$ cat src/rtl/bcd_digit_reader.sv
// Captures a packed BCD value and streams its digits MSB first over a valid/ready handshake.
// Optional leading-zero blanking is enabled by defining BCD_LEADING_ZERO_BLANK_EN.
module bcd_digit_reader #(
  parameter int DIGITS = 8
) (
  input  logic                      clk_in,
  input  logic                      reset_in,
  input  logic                      start_in,
  input  logic [4*DIGITS-1:0]       bcd_in,
  output logic                      busy_out,
  output logic                      digit_valid_out,
  input  logic                      digit_ready_in,
  output logic [3:0]                digit_out,
  output logic [$clog2(DIGITS)-1:0] index_out,
  output logic                      last_out,
  output logic                      blank_out,
  output logic                      error_out,
  output logic                      done_out
);

  localparam int IDXW = $clog2(DIGITS);

  typedef enum logic [1:0] {
    IDLE = 2'd0,
    EMIT = 2'd1,
    DONE = 2'd2
  } state_t;

  function automatic logic has_bad_digit(input logic [4*DIGITS-1:0] v);
    logic bad;
    bad = 1'b0;
    for (int k = 0; k < DIGITS; k++) begin
      bad = bad | (v[4*k +: 4] > 4'd9);
    end
    return bad;
  endfunction

  function automatic logic [3:0] digit_at(input logic [4*DIGITS-1:0] v, input logic [IDXW-1:0] idx);
    return v[{idx, 2'b00} +: 4];
  endfunction

  // Non-decimal codes are reported through error_out and shown as zero.
  function automatic logic [3:0] sanitize(input logic [3:0] d);
    return (d > 4'd9) ? 4'd0 : d;
  endfunction

  state_t              state_q, state_d;
  logic [4*DIGITS-1:0] cap_q, cap_d;
  logic [IDXW-1:0]     idx_q, idx_d;
  logic                error_q, error_d;
  logic                busy_q, busy_d;
  logic                valid_q, valid_d;
  logic [3:0]          digit_q, digit_d;
  logic [IDXW-1:0]     out_index_q, out_index_d;
  logic                last_q, last_d;
  logic                done_q, done_d;
  logic [3:0]          raw_d;
`ifdef BCD_LEADING_ZERO_BLANK_EN
  // run: every digit above the current one was zero
  logic                run_q, run_d;
  logic                blank_q, blank_d;
`endif

  // Next-state logic; outputs are computed from the next state so they register alongside it.
  always_comb begin
    state_d = state_q;
    cap_d   = cap_q;
    idx_d   = idx_q;
    error_d = error_q;
`ifdef BCD_LEADING_ZERO_BLANK_EN
    run_d   = run_q;
`endif
    case (state_q)
      IDLE: begin
        if (start_in) begin
          state_d = EMIT;
          cap_d   = bcd_in;
          idx_d   = IDXW'(DIGITS - 1);
          error_d = has_bad_digit(bcd_in);
`ifdef BCD_LEADING_ZERO_BLANK_EN
          run_d   = 1'b1;
`endif
        end else begin
          state_d = IDLE;
        end
      end
      EMIT: begin
        if (digit_ready_in) begin
          if (idx_q == {IDXW{1'b0}}) begin
            state_d = DONE;
          end else begin
            idx_d = idx_q - IDXW'(1);
`ifdef BCD_LEADING_ZERO_BLANK_EN
            run_d = run_q && (digit_at(cap_q, idx_q) == 4'd0);
`endif
          end
        end else begin
          state_d = EMIT;
        end
      end
      DONE:    state_d = IDLE;
      default: state_d = IDLE;
    endcase

    raw_d       = digit_at(cap_d, idx_d);
    valid_d     = (state_d == EMIT);
    busy_d      = (state_d != IDLE);
    done_d      = (state_d == DONE);
    digit_d     = valid_d ? sanitize(raw_d) : 4'd0;
    out_index_d = valid_d ? idx_d : {IDXW{1'b0}};
    last_d      = valid_d && (idx_d == {IDXW{1'b0}});
`ifdef BCD_LEADING_ZERO_BLANK_EN
    blank_d     = valid_d && run_d && (raw_d == 4'd0) && (idx_d != {IDXW{1'b0}});
`endif
  end

  // State and output registers with synchronous reset.
  always_ff @(posedge clk_in) begin
    if (reset_in) begin
      state_q     <= IDLE;
      cap_q       <= {(4*DIGITS){1'b0}};
      idx_q       <= {IDXW{1'b0}};
      error_q     <= 1'b0;
      busy_q      <= 1'b0;
      valid_q     <= 1'b0;
      digit_q     <= 4'd0;
      out_index_q <= {IDXW{1'b0}};
      last_q      <= 1'b0;
      done_q      <= 1'b0;
`ifdef BCD_LEADING_ZERO_BLANK_EN
      run_q       <= 1'b0;
      blank_q     <= 1'b0;
`endif
    end else begin
      state_q     <= state_d;
      cap_q       <= cap_d;
      idx_q       <= idx_d;
      error_q     <= error_d;
      busy_q      <= busy_d;
      valid_q     <= valid_d;
      digit_q     <= digit_d;
      out_index_q <= out_index_d;
      last_q      <= last_d;
      done_q      <= done_d;
`ifdef BCD_LEADING_ZERO_BLANK_EN
      run_q       <= run_d;
      blank_q     <= blank_d;
`endif
    end
  end

  assign busy_out        = busy_q;
  assign digit_valid_out = valid_q;
  assign digit_out       = digit_q;
  assign index_out       = out_index_q;
  assign last_out        = last_q;
  assign error_out       = error_q;
  assign done_out        = done_q;
`ifdef BCD_LEADING_ZERO_BLANK_EN
  assign blank_out       = blank_q;
`else
  assign blank_out       = 1'b0;
`endif

endmodule
$ cat config.mk
export PLATFORM = sky130hd
export DESIGN_NAME = bcd_digit_reader
export DESIGN_NICKNAME = d
export VERILOG_FILES = /design/src/rtl/bcd_digit_reader.sv
export SDC_FILE = /design/constraint.sdc
export NUM_CORES = 1
export LEC_CHECK = 0
export BUFFER_PORTS_ARGS = -buffer_cell sky130_fd_sc_hd__buf_2
export CORE_UTILIZATION = 30
export DETAILED_ROUTE_END_ITERATION = 16
export GPL_TIMING_DRIVEN = 0
export PLACE_DENSITY_LB_ADDON = 0.05
export SLEW_MARGIN = 0
export SYNTH_ARGS = -nofsm -noshare
export SYNTH_HDL_FRONTEND = slang
export SYNTH_SLANG_ARGS = --single-unit
$ cat constraint.sdc
create_clock -name clk_in -period 4 [get_ports clk_in]
set_clock_uncertainty 0.05 [all_clocks]
set_input_delay 0.8 -clock clk_in [delete_from_list [all_inputs] [get_ports clk_in]]
set_output_delay 0.8 -clock clk_in [all_outputs]
set_load 0.005 [all_outputs]
# After elaboration in Yosys (flattened, before gate mapping)
# Index checks and enable logic that the tools add are counted.
# totals
reg_bits	49
latchBits	0
mem_bits_rw	0
mem_bits_ro	0
input_bits	36
output_inout_bits	13
wordCells	50
mem_count	0
# classes
addsub	1
mul	0
div	0
magnitude_cmp	9
n_eq_ne	3
shift	1
mux	10
bitwise	8
reduce_logical	8
# ops
cell	n
32-bit 2-to-1 mux	2
4-bit greater-than comparator (second input constant)	9
32-bit by 6-bit indexed part select with 4-bit output	1
3-bit 2-to-1 mux	3
1-bit OR	7
3-bit zero test	2
3-bit one-hot mux with 2 select lines	1
2-bit by 1-bit equality test with 1-bit output (second input constant)	2
2-bit 2-to-1 mux	2
2-bit one-hot mux with 2 select lines	1
3-bit OR reduction	1
3-bit by 1-bit subtractor with 3-bit output (second input constant)	1
2-bit equality test (second input constant)	1
2-bit zero test	1
2-bit AND reduction	1
2-bit nonzero test	1
2-bit OR reduction	1
1-bit logical AND	1
1-bit 2-to-1 mux	1
1-bit inverter	1

# Logic depth before layout (Yosys ltp)
# Gate-level depths: netlist of run 1.
# logic_depth
ltp_word	8
mapped_depth	11
depth_no_buf	9

# Worst setup path before layout of run 1
# Ideal clock, no wire load.
# synth_path
path_kind	input port to flip-flop
from	input port digit_ready_in
to	register digit_q[0] (netlist: digit_out[0])
setup_ns	0.103
t_arrival_ns	2.305
required_time_ns	3.847
setup_slack_ns	1.542
path_stages	8
path_buffers	1
cell_sequence	and3b_1 -> buf_6 -> and3_1 -> a2111oi_0 -> o32ai_1 -> a22oi_1 -> a21oi_1 -> a2111oi_2
# synth_via
elab_chain_len	5
word_cells_on_any_way	9
classes_between	order compare: 1; eq/ne: 1; shift: 1; mux: 4; bitwise: 1; reduce/logical: 1
# synth_rtl
item	line_no	rtl
from (decl)	12	input logic digit_ready_in,
3-bit 2-to-1 mux or 2-bit 2-to-1 mux (tied branches)	88	if (digit_ready_in) begin
3-bit one-hot mux with 2 select lines or 2-bit one-hot mux with 2 select lines (tied branches)	73	case (state_q)
32-bit by 6-bit indexed part select with 4-bit output or 2-bit by 1-bit equality test with 1-bit output (tied branches)	39, 106	
4-bit greater-than comparator or 1-bit inverter (tied branches)	--	
3-bit OR reduction (no source line)	--	
to (signal assigned)	141	digit_q <= digit_d;
to (decl)	53	logic [3:0] digit_q, digit_d;
# Parallel ways exist; a longest one is shown, timed or not.
# A chain may end at the register's enable or synchronous reset.

# Worst setup path after layout of run 1
# layout_path
from	register idx_q[0]
to	register digit_q[0] (netlist: digit_out[0])
# layout_via
elab_chain_len	7
word_cells_on_any_way	14
classes_between	add/sub: 1; order compare: 1; eq/ne: 1; shift: 1; mux: 7; bitwise: 1; reduce/logical: 2
# layout_rtl
item	line_no	rtl
from (decl)	49	logic [IDXW-1:0] idx_q, idx_d;
from (signal assigned)	122	idx_q <= {IDXW{1'b0}};
from (signal assigned)	137	idx_q <= idx_d;
3-bit by 1-bit subtractor with 3-bit output or 3-bit zero test (tied branches)	92, 89	
3-bit 2-to-1 mux or 2-bit 2-to-1 mux (tied branches)	89	if (idx_q == {IDXW{1'b0}}) begin
3-bit 2-to-1 mux or 2-bit 2-to-1 mux (tied branches)	88	
3-bit one-hot mux with 2 select lines or 2-bit one-hot mux with 2 select lines (tied branches)	73	
32-bit by 6-bit indexed part select with 4-bit output or 2-bit by 1-bit equality test with 1-bit output (tied branches)	39, 106	
4-bit greater-than comparator or 1-bit inverter (tied branches)	--	
3-bit OR reduction (no source line)	--	
# Parallel ways exist; a longest one is shown, timed or not.

==> out/metrics.csv, run 1 <==
stage;metric;value;unit
floorplan;area of the die;0.00825;mm2
power_and_ir_drop;maximum ir drop on the vdd rail;0.000163;V
detailed_routing;total wirelength of the detailed-routed design;7320;um
min_path;hold endpoint;cap_q[6];
sta;hold violation total from the final report;0;
placement;GP Congestion;0.806;
layout;Layout area overhead;18.8;%
global_routing;number of antenna violations at the first check in global routing;0;
synth;cell accounting for the most synthesized area;sky130_fd_sc_hd__dfxtp_1;
sta;total setup violations reported at the end of the flow;0;
sta;RSZ-0062 raised after global routing;false;
run_status;outcome;completed;
synth;Syn Nets;342;
min_path;type of the tightest min-delay check;register to register;
global_routing;total global-route track usage;18.5;%
detailed_routing;average wire length per cell after detail routing;15.9;um
floorplan;initial core utilization;30.8;%
layout;final net count;396;
detailed_routing;drt pass-1 iters;7;
clocking;Clk pin slew, worst setup/hold paths;90;ps
layout;sequential standard cell area;981;um2
clocking;number of clock sinks;49;
min_path;Worst Hold Depth;2;
critical_path;arrival time worst endpoint;3100;ps
sta;Highest Clock Rate;340;MHz
placement;placed cell count;453;
critical_path;type of element capturing the critical path;register;
clocking;number of hold buffers added after cts;0;
clocking;buffer count from post-CTS setup fixing;0;
power_and_ir_drop;cell leakage power;1.12;nW
critical_path;Crit path required time;4160;ps
layout;number of filler instances in the final layout;880;
job;reported max-cap violation count;0;
sta;minimum setup slack in the final design;1060;ps
sta;count of final max-slew check failures;0;
floorplan;Chip Width;90.8;um
sta;Total Neg Setup Slack;0;ps
clocking;root buffer selected by CTS;sky130_fd_sc_hd__clkbuf_8;
synth;average footprint of a synthesized cell;7.78;um2
layout;number of inserted diodes;0;
critical_path;Reg2Reg Setup Slack;1060;ps
sta;final period demand of the worst path;2940;ps
floorplan;Vert. Die Dim;90.8;um
sta;share of the clock period used by the worst path;73.5;%
clocking;largest buffer count on any clock path;2;
critical_path;worst-path fanout max;10;
synth;synth top area cells;sky130_fd_sc_hd__dfxtp_1 41%, sky130_fd_sc_hd__nand2_1 11%, sky130_fd_sc_hd__a21oi_1 9.7%;
clocking;CTS resizes;0;
global_routing;number of global-route vias before repair;2174;
layout;non-filler cells, final;461;
synth;gate count after technology mapping;304;
synth;post-synthesis register bit count;49;
layout;area occupied by multi-input gates;0.00122;mm2
layout;ratio of cells with drive above 1 in the final layout;21.7;%
critical_path;cell count of the worst reg-to-reg path;10;
placement;IO buf count;47;
detailed_routing;Antenna Nets Post-Route;0;
floorplan;I/O pins;49;
detailed_routing;number of DRC markers after the initial detailed-route iteration;99;
clocking;number of buffers created by CTS;5;
synth;post-synth design cell area;0.00237;mm2
global_routing;total gr overflow;0;
detailed_routing;total number of vias;2325;
placement;setup slack at placement;776;ps
critical_path;startpoint class of the critical path;register;
synth;fraction of registers with async set/reset;0;%
synth;fraction of the yosys area taken by sequential cells;41.5;%
layout;most common cell after layout, fill and taps aside;sky130_fd_sc_hd__nand2_1;
power_and_ir_drop;PD cells;401;mW/mm2
synth;yosys warns;0;
synth;number of enable-type register cells in the synthesized netlist;0;
synth;count of different cell masters after synthesis;51;
min_path;Min-Delay Startpoint;cap_q[6];
critical_path;critical setup path kind;register to register;
floorplan;core area;0.00769;mm2
clocking;clock tree from TritonCTS;built;
layout;most frequent cells in the layout;70 x sky130_fd_sc_hd__nand2_1, 54 x sky130_fd_sc_hd__buf_2, 49 x sky130_fd_sc_hd__dfxtp_1, 46 x sky130_fd_sc_hd__a21oi_1, 18 x sky130_fd_sc_hd__nor2_1;
synth;most frequently used flop master after synthesis;sky130_fd_sc_hd__dfxtp_1;
detailed_routing;Via density;5.04;
sta;slew of the pin with the lowest slew margin;639;ps
critical_path;source of the worst register-to-register timing path;idx_q[0];
floorplan;row cnt;32;
global_routing;largest net degree at the start of global routing;15;
critical_path;capture instance of the worst register-to-register path;digit_out[0];
synth;share of the synthesized area in the top cell type;41.5;%
placement;post-DP HPWL;5340;um
global_routing;wire length of the first global-routing pass;11800;um
sta;relative slew slack;57.4;%
clocking;maximum level of the CTS H-tree;2;
clocking;latest clock arrival within the worst-skew pair;310;ps
detailed_routing;DRC Markers;0;
[routing by layer]
layer	wire length [um]	track usage [%]	vias to the layer above
met4	95	5.03	0
met2	3260	29.2	87
li1	-	-	1176
met1	3500	25.2	1054
met5	0	0	-
met3	457	4.21	8
[flip-flops by register name, indices dropped and copies added, names as in the netlist]
name / flops
last_out: 1
error_out: 1
state_q: 2
busy_out: 1
cap_q: 32
done_out: 1
idx_q: 3
index_out: 3
digit_out: 4
digit_valid_out: 1
[power breakdown]
group,total [W],internal [W],switching [W]
combinational,0.000288,0.000107,0.000181
sequential,0.000539,0.000524,0.0000155
clock,0.000299,0.000122,0.000177
[critical path, stage by stage, from the launching register on]
cell                        delay (ps)
sky130_fd_sc_hd__dfxtp_1           380
sky130_fd_sc_hd__inv_1             160
sky130_fd_sc_hd__ha_1              260
sky130_fd_sc_hd__and2b_1           280
sky130_fd_sc_hd__nor3_2            360
sky130_fd_sc_hd__buf_2             290
sky130_fd_sc_hd__nor3_1             60
sky130_fd_sc_hd__a211oi_1          290
sky130_fd_sc_hd__mux4_2            360
sky130_fd_sc_hd__a21oi_1            60
sky130_fd_sc_hd__a2111oi_2         290
[synth_stat cells, types with 5 or more instances]
cell type                   n
sky130_fd_sc_hd__clkbuf_1   6
sky130_fd_sc_hd__nor2_1    18
sky130_fd_sc_hd__nand2_1   70
sky130_fd_sc_hd__inv_1      5
sky130_fd_sc_hd__buf_2      7
sky130_fd_sc_hd__dfxtp_1   49
sky130_fd_sc_hd__buf_6      6
sky130_fd_sc_hd__nor3_1    16
sky130_fd_sc_hd__o21ai_0   13
sky130_fd_sc_hd__nand3_1    8
sky130_fd_sc_hd__a21oi_1   46
[kinds of logic after synthesis]
family                     synth area share (%)
other                                     0.158
adders and majority gates                  1.06
DFF                                        41.5
muxes                                      1.37
buffers and inverters                      6.87
AOI/OAI and AO/OA                          24.2
and+or+nand+nor                            24.9
[worst max path at each step]
stage | depth (start not counted) | start | slack (ps) | endpoint
after floorplan | 8 | digit_ready_in | 1540 | digit_out[0]
after global placement | 7 | start_in | 730 | cap_q[25]
after detailed placement | 7 | start_in | 780 | cap_q[24]
after CTS | 7 | start_in | 1080 | cap_q[24]
after global routing | 9 | idx_q[0] | 890 | digit_out[0]
final | 10 | idx_q[0] | 1060 | digit_out[0]
[layout make-up]
| cell class | instances | share of cell area [%] |
|---|---|---|
| well taps | 102 | 4.54 |
| flip-flops and latches | 49 | 34.9 |
| clock inverters | 2 | 0.356 |
| inverters | 5 | 0.668 |
| clock buffers | 6 | 2.58 |
| repair buffers | 47 | 8.37 |
| plain buffers | 23 | 5.12 |
| multi-input cells | 227 | 43.5 |
[through the flow]
step           utilization [%]  total power [W]  hold slack (ps)  area [um2]
6_report                  36.6          0.00113              411        2810
2_1_floorplan                -         0.000737              383        2370
3_3_place_gp              35.5         0.000839              399        2730
3_5_place_dp              35.5         0.000840              403        2730
4_1_cts                   36.6          0.00114              418        2810
5_1_grt                   36.6          0.00119              440        2810
No activity file was read; power rests on OpenSTA's default activity.
==> run 2: changes to the inputs <==
Settings changed: ABC_AREA set to 1.
Clock period 4 ns to 2.99 ns, I/O delays scaled along.
==> out/metrics.csv, run 2 <==
stage;metric;value;unit;change
run_status;outcome;completed;;
layout;area occupied by multi-input gates;0.00104;mm2;-15%
synth;gate count after technology mapping;304;;unchanged
power_and_ir_drop;cell leakage power;1.35;nW;+20%
power_and_ir_drop;combinational share of power;26.4;%;+0.8 points
global_routing;total gr overflow;0;;unchanged
global_routing;largest net degree at the start of global routing;17;;+2
critical_path;critical setup path kind;register to register;;
placement;IO buf count;47;;unchanged
synth;yosys warns;0;;unchanged
clocking;Clk pin slew, worst setup/hold paths;100;ps;about the same
clocking;maximum level of the CTS H-tree;2;;unchanged
critical_path;Reg2Reg Setup Slack;720;ps;-340 ps
clocking;largest buffer count on any clock path;2;;unchanged
synth;cell accounting for the most synthesized area;sky130_fd_sc_hd__dfxtp_1;;
floorplan;I/O pins;49;;unchanged
layout;Post-Route Utilization;37.3;%;+0.68 points
global_routing;total global-route track usage;17.4;%;-1.0 points
synth;count of different cell masters after synthesis;30;;-41%
critical_path;cell count of the worst reg-to-reg path;12;;+2
power_and_ir_drop;maximum ir drop on the vdd rail;0.000207;V;+27%
detailed_routing;Antenna Nets Post-Route;0;;unchanged
power_and_ir_drop;fraction of power consumed by sequential logic;47.3;%;-0.6 points
detailed_routing;drt pass-1 iters;5;;-2
layout;ratio of cells with drive above 1 in the final layout;21.7;%;unchanged
floorplan;core area;0.00721;mm2;-6.2%
min_path;Min-Delay Startpoint;cap_q[15];;
detailed_routing;average wire length per cell after detail routing;13.5;um;-15%
floorplan;Chip Width;88.4;um;-2.7%
sta;Highest Clock Rate;440;MHz;+29%
power_and_ir_drop;PD cells;573;mW/mm2;+43%
sta;hold violation total from the final report;0;;unchanged
layout;sequential standard cell area;981;um2;unchanged
global_routing;wire length of the first global-routing pass;9980;um;-16%
layout;number of filler instances in the final layout;825;;-6.3%
sta;Total Neg Setup Slack;0;ps;unchanged
clocking;buffer count from post-CTS setup fixing;0;;unchanged
floorplan;area of the die;0.00781;mm2;-5.3%
sta;relative slew slack;57.7;%;+0.24 points
layout;most frequent cells in the layout;64 x sky130_fd_sc_hd__nand2_1, 50 x sky130_fd_sc_hd__buf_2, 49 x sky130_fd_sc_hd__dfxtp_1, 46 x sky130_fd_sc_hd__nor2_1, 34 x sky130_fd_sc_hd__inv_1;;
detailed_routing;total number of vias;2072;;-11%
power_and_ir_drop;Switching Fraction;33.4;%;+0.21 points
synth;Syn Nets;342;;unchanged
job;reported max-cap violation count;0;;unchanged
power_and_ir_drop;Net Sw Power;0.000514;W;+38%
sta;final period demand of the worst path;2270;ps;-667 ps
critical_path;worst-path fanout max;9;;-1
sta;worst hold-check slack;425;ps;+13.9 ps
floorplan;Vert. Die Dim;88.4;um;-2.7%
synth;most used standard cell by instance count after synthesis;sky130_fd_sc_hd__nand2_1;;
placement;setup slack at placement;528;ps;-248 ps
layout;Layout area overhead;20.1;%;
sta;minimum setup slack in the final design;717;ps;-343 ps
layout;Most flops, register;cap_q;;
floorplan;initial core utilization;31.0;%;+0.23 points
synth;average footprint of a synthesized cell;7.36;um2;-5.4%
detailed_routing;total wirelength of the detailed-routed design;6180;um;-16%
sta;total setup violations reported at the end of the flow;0;;unchanged
power_and_ir_drop;total chip power;0.00154;W;+37%
clocking;number of buffers created by CTS;5;;unchanged
sta;RSZ-0062 raised after global routing;false;;
synth;number of enable-type register cells in the synthesized netlist;0;;unchanged
min_path;Worst Hold Depth;2;;unchanged
clocking;number of hold buffers added after cts;0;;unchanged
synth;leading post-synthesis cells by instance count;64 x sky130_fd_sc_hd__nand2_1, 49 x sky130_fd_sc_hd__dfxtp_1, 46 x sky130_fd_sc_hd__nor2_1;;
critical_path;arrival time worst endpoint;2420;ps;-680 ps
clocking;clock tree from TritonCTS;built;;
synth;post-synthesis register bit count;49;;unchanged
min_path;hold endpoint;cap_q[15];;
power_and_ir_drop;internal power summed over all cells;0.00103;W;+36%
layout;max FFs per register;32;;unchanged
clocking;latest clock arrival within the worst-skew pair;310;ps;about the same
critical_path;type of element capturing the critical path;register;;
clocking;root buffer selected by CTS;sky130_fd_sc_hd__clkbuf_8;;
detailed_routing;Via density;4.52;;-10%
global_routing;number of antenna violations at the first check in global routing;0;;unchanged
sta;count of final max-slew check failures;0;;unchanged
placement;GP Congestion;0.814;;+0.92%
critical_path;Crit path required time;3140;ps;-1020 ps
synth;synth top area cells;sky130_fd_sc_hd__dfxtp_1 44%, sky130_fd_sc_hd__nand2_1 11%, sky130_fd_sc_hd__nor2_1 7.7%;;
global_routing;number of global-route vias before repair;1913;;-12%
layout;final net count;396;;unchanged
detailed_routing;DRC Markers;0;;unchanged
critical_path;startpoint class of the critical path;register;;
sta;slew of the pin with the lowest slew margin;635;ps;-3.60 ps
synth;fraction of the yosys area taken by sequential cells;43.8;%;+2.4 points
min_path;type of the tightest min-delay check;register to register;;
clocking;CTS resizes;0;;unchanged
placement;post-DP HPWL;4610;um;-14%
layout;number of inserted diodes;0;;unchanged
power_and_ir_drop;fraction of power consumed by the clock network;26.3;%;-0.2 points
detailed_routing;number of DRC markers after the initial detailed-route iteration;97;;-2.0%
critical_path;source of the worst register-to-register timing path;idx_q[0];;
critical_path;capture instance of the worst register-to-register path;digit_out[1];;
layout;most common cell after layout, fill and taps aside;sky130_fd_sc_hd__nand2_1;;
floorplan;row cnt;31;;-3.1%
synth;most frequently used flop master after synthesis;sky130_fd_sc_hd__dfxtp_1;;
synth;post-synth design cell area;0.00224;mm2;-5.4%
synth;fraction of registers with async set/reset;0;%;unchanged
synth;share of the synthesized area in the top cell type;43.8;%;+2.4 points
clocking;number of clock sinks;49;;unchanged
sta;share of the clock period used by the worst path;76.0;%;+2.5 points
==> run 2: critical path: stages, from the launching register on <==
cell and delay (ps):
sky130_fd_sc_hd__dfxtp_1 400, sky130_fd_sc_hd__inv_1 100, sky130_fd_sc_hd__ha_1 220, sky130_fd_sc_hd__nand2_1 210, sky130_fd_sc_hd__nand2_4 110, sky130_fd_sc_hd__a21oi_2 470
sky130_fd_sc_hd__nand3_1 170, sky130_fd_sc_hd__nand3_1 90, sky130_fd_sc_hd__nand2_1 90, sky130_fd_sc_hd__nand2_1 70, sky130_fd_sc_hd__nand2_1 40, sky130_fd_sc_hd__nand2_1 100
sky130_fd_sc_hd__nor2_1 50
==> run 2: layout make-up <==
cell class / instances / share of cell area (%)
Tap cell: 99 / 4.61
Timing Repair Buffer: 47 / 8.75
Buffer: 13 / 3.21
Inverter: 35 / 4.89
Clock buffer: 5 / 2.56
Clock inverter: 3 / 0.838
Multi-Input combinational cell: 207 / 38.6
Sequential cell: 49 / 36.5
==> run 2: cells by family (layout without fill, tap and decap cells) <==
kind of cell               Yosys count  in the layout  synth area share, %
buffers and inverters               48            103                 9.73
AOI/OAI and AO/OA                   38             38                 9.73
other                                1              1                0.168
and+or+nand+nor                    158            158                 31.8
muxes                                8              8                 3.58
DFF                                 49             49                 43.8
adders and majority gates            2              2                 1.12
==> run 2: worst max-delay path by stage <==
| stage | start | endpoint | slack, ps | cells past startpoint |
|---|---|---|---|---|
| 2_1_floorplan | idx_q[0] | digit_out[0] | 1060 | 13 |
| 3_3_place_gp | start_in | digit_out[0] | 520 | 11 |
| 3_5_place_dp | start_in | digit_out[3] | 530 | 11 |
| 4_1_cts | idx_q[0] | digit_out[3] | 660 | 14 |
| 5_1_grt | idx_q[0] | digit_out[0] | 350 | 15 |
| 6_report | idx_q[0] | digit_out[1] | 720 | 12 |
==> run 2: power groups by stage <==
stage	registers, W	clock network (W)	logic [W]
final	0.000728	0.000405	0.000407
after CTS	0.000729	0.000426	0.000412
after global routing	0.000735	0.000452	0.000474
after global placement	0.000743	0	0.000412
after floorplan	0.000744	0	0.000276
after detailed placement	0.000744	0	0.000410
==> run 2: stage by stage <==
step	cell area, um2	std cells
floorplan	2240	304
global placement	2600	450
detailed placement	2600	450
CTS	2690	458
global route	2690	458
finish	2690	458
==> run 2: layer usage <==
| metal | up-vias | share of wire, % | global-route usage (%) | routed length [um] |
|---|---|---|---|---|
| met5 | - | 0 | 0 | 0 |
| met4 | 0 | 0.60 | 4.55 | 37 |
| met3 | 2 | 3.9 | 3.54 | 242 |
| met2 | 42 | 47 | 27.5 | 2870 |
| met1 | 954 | 49 | 24.3 | 3020 |
| li1 | 1074 | - | - | - |
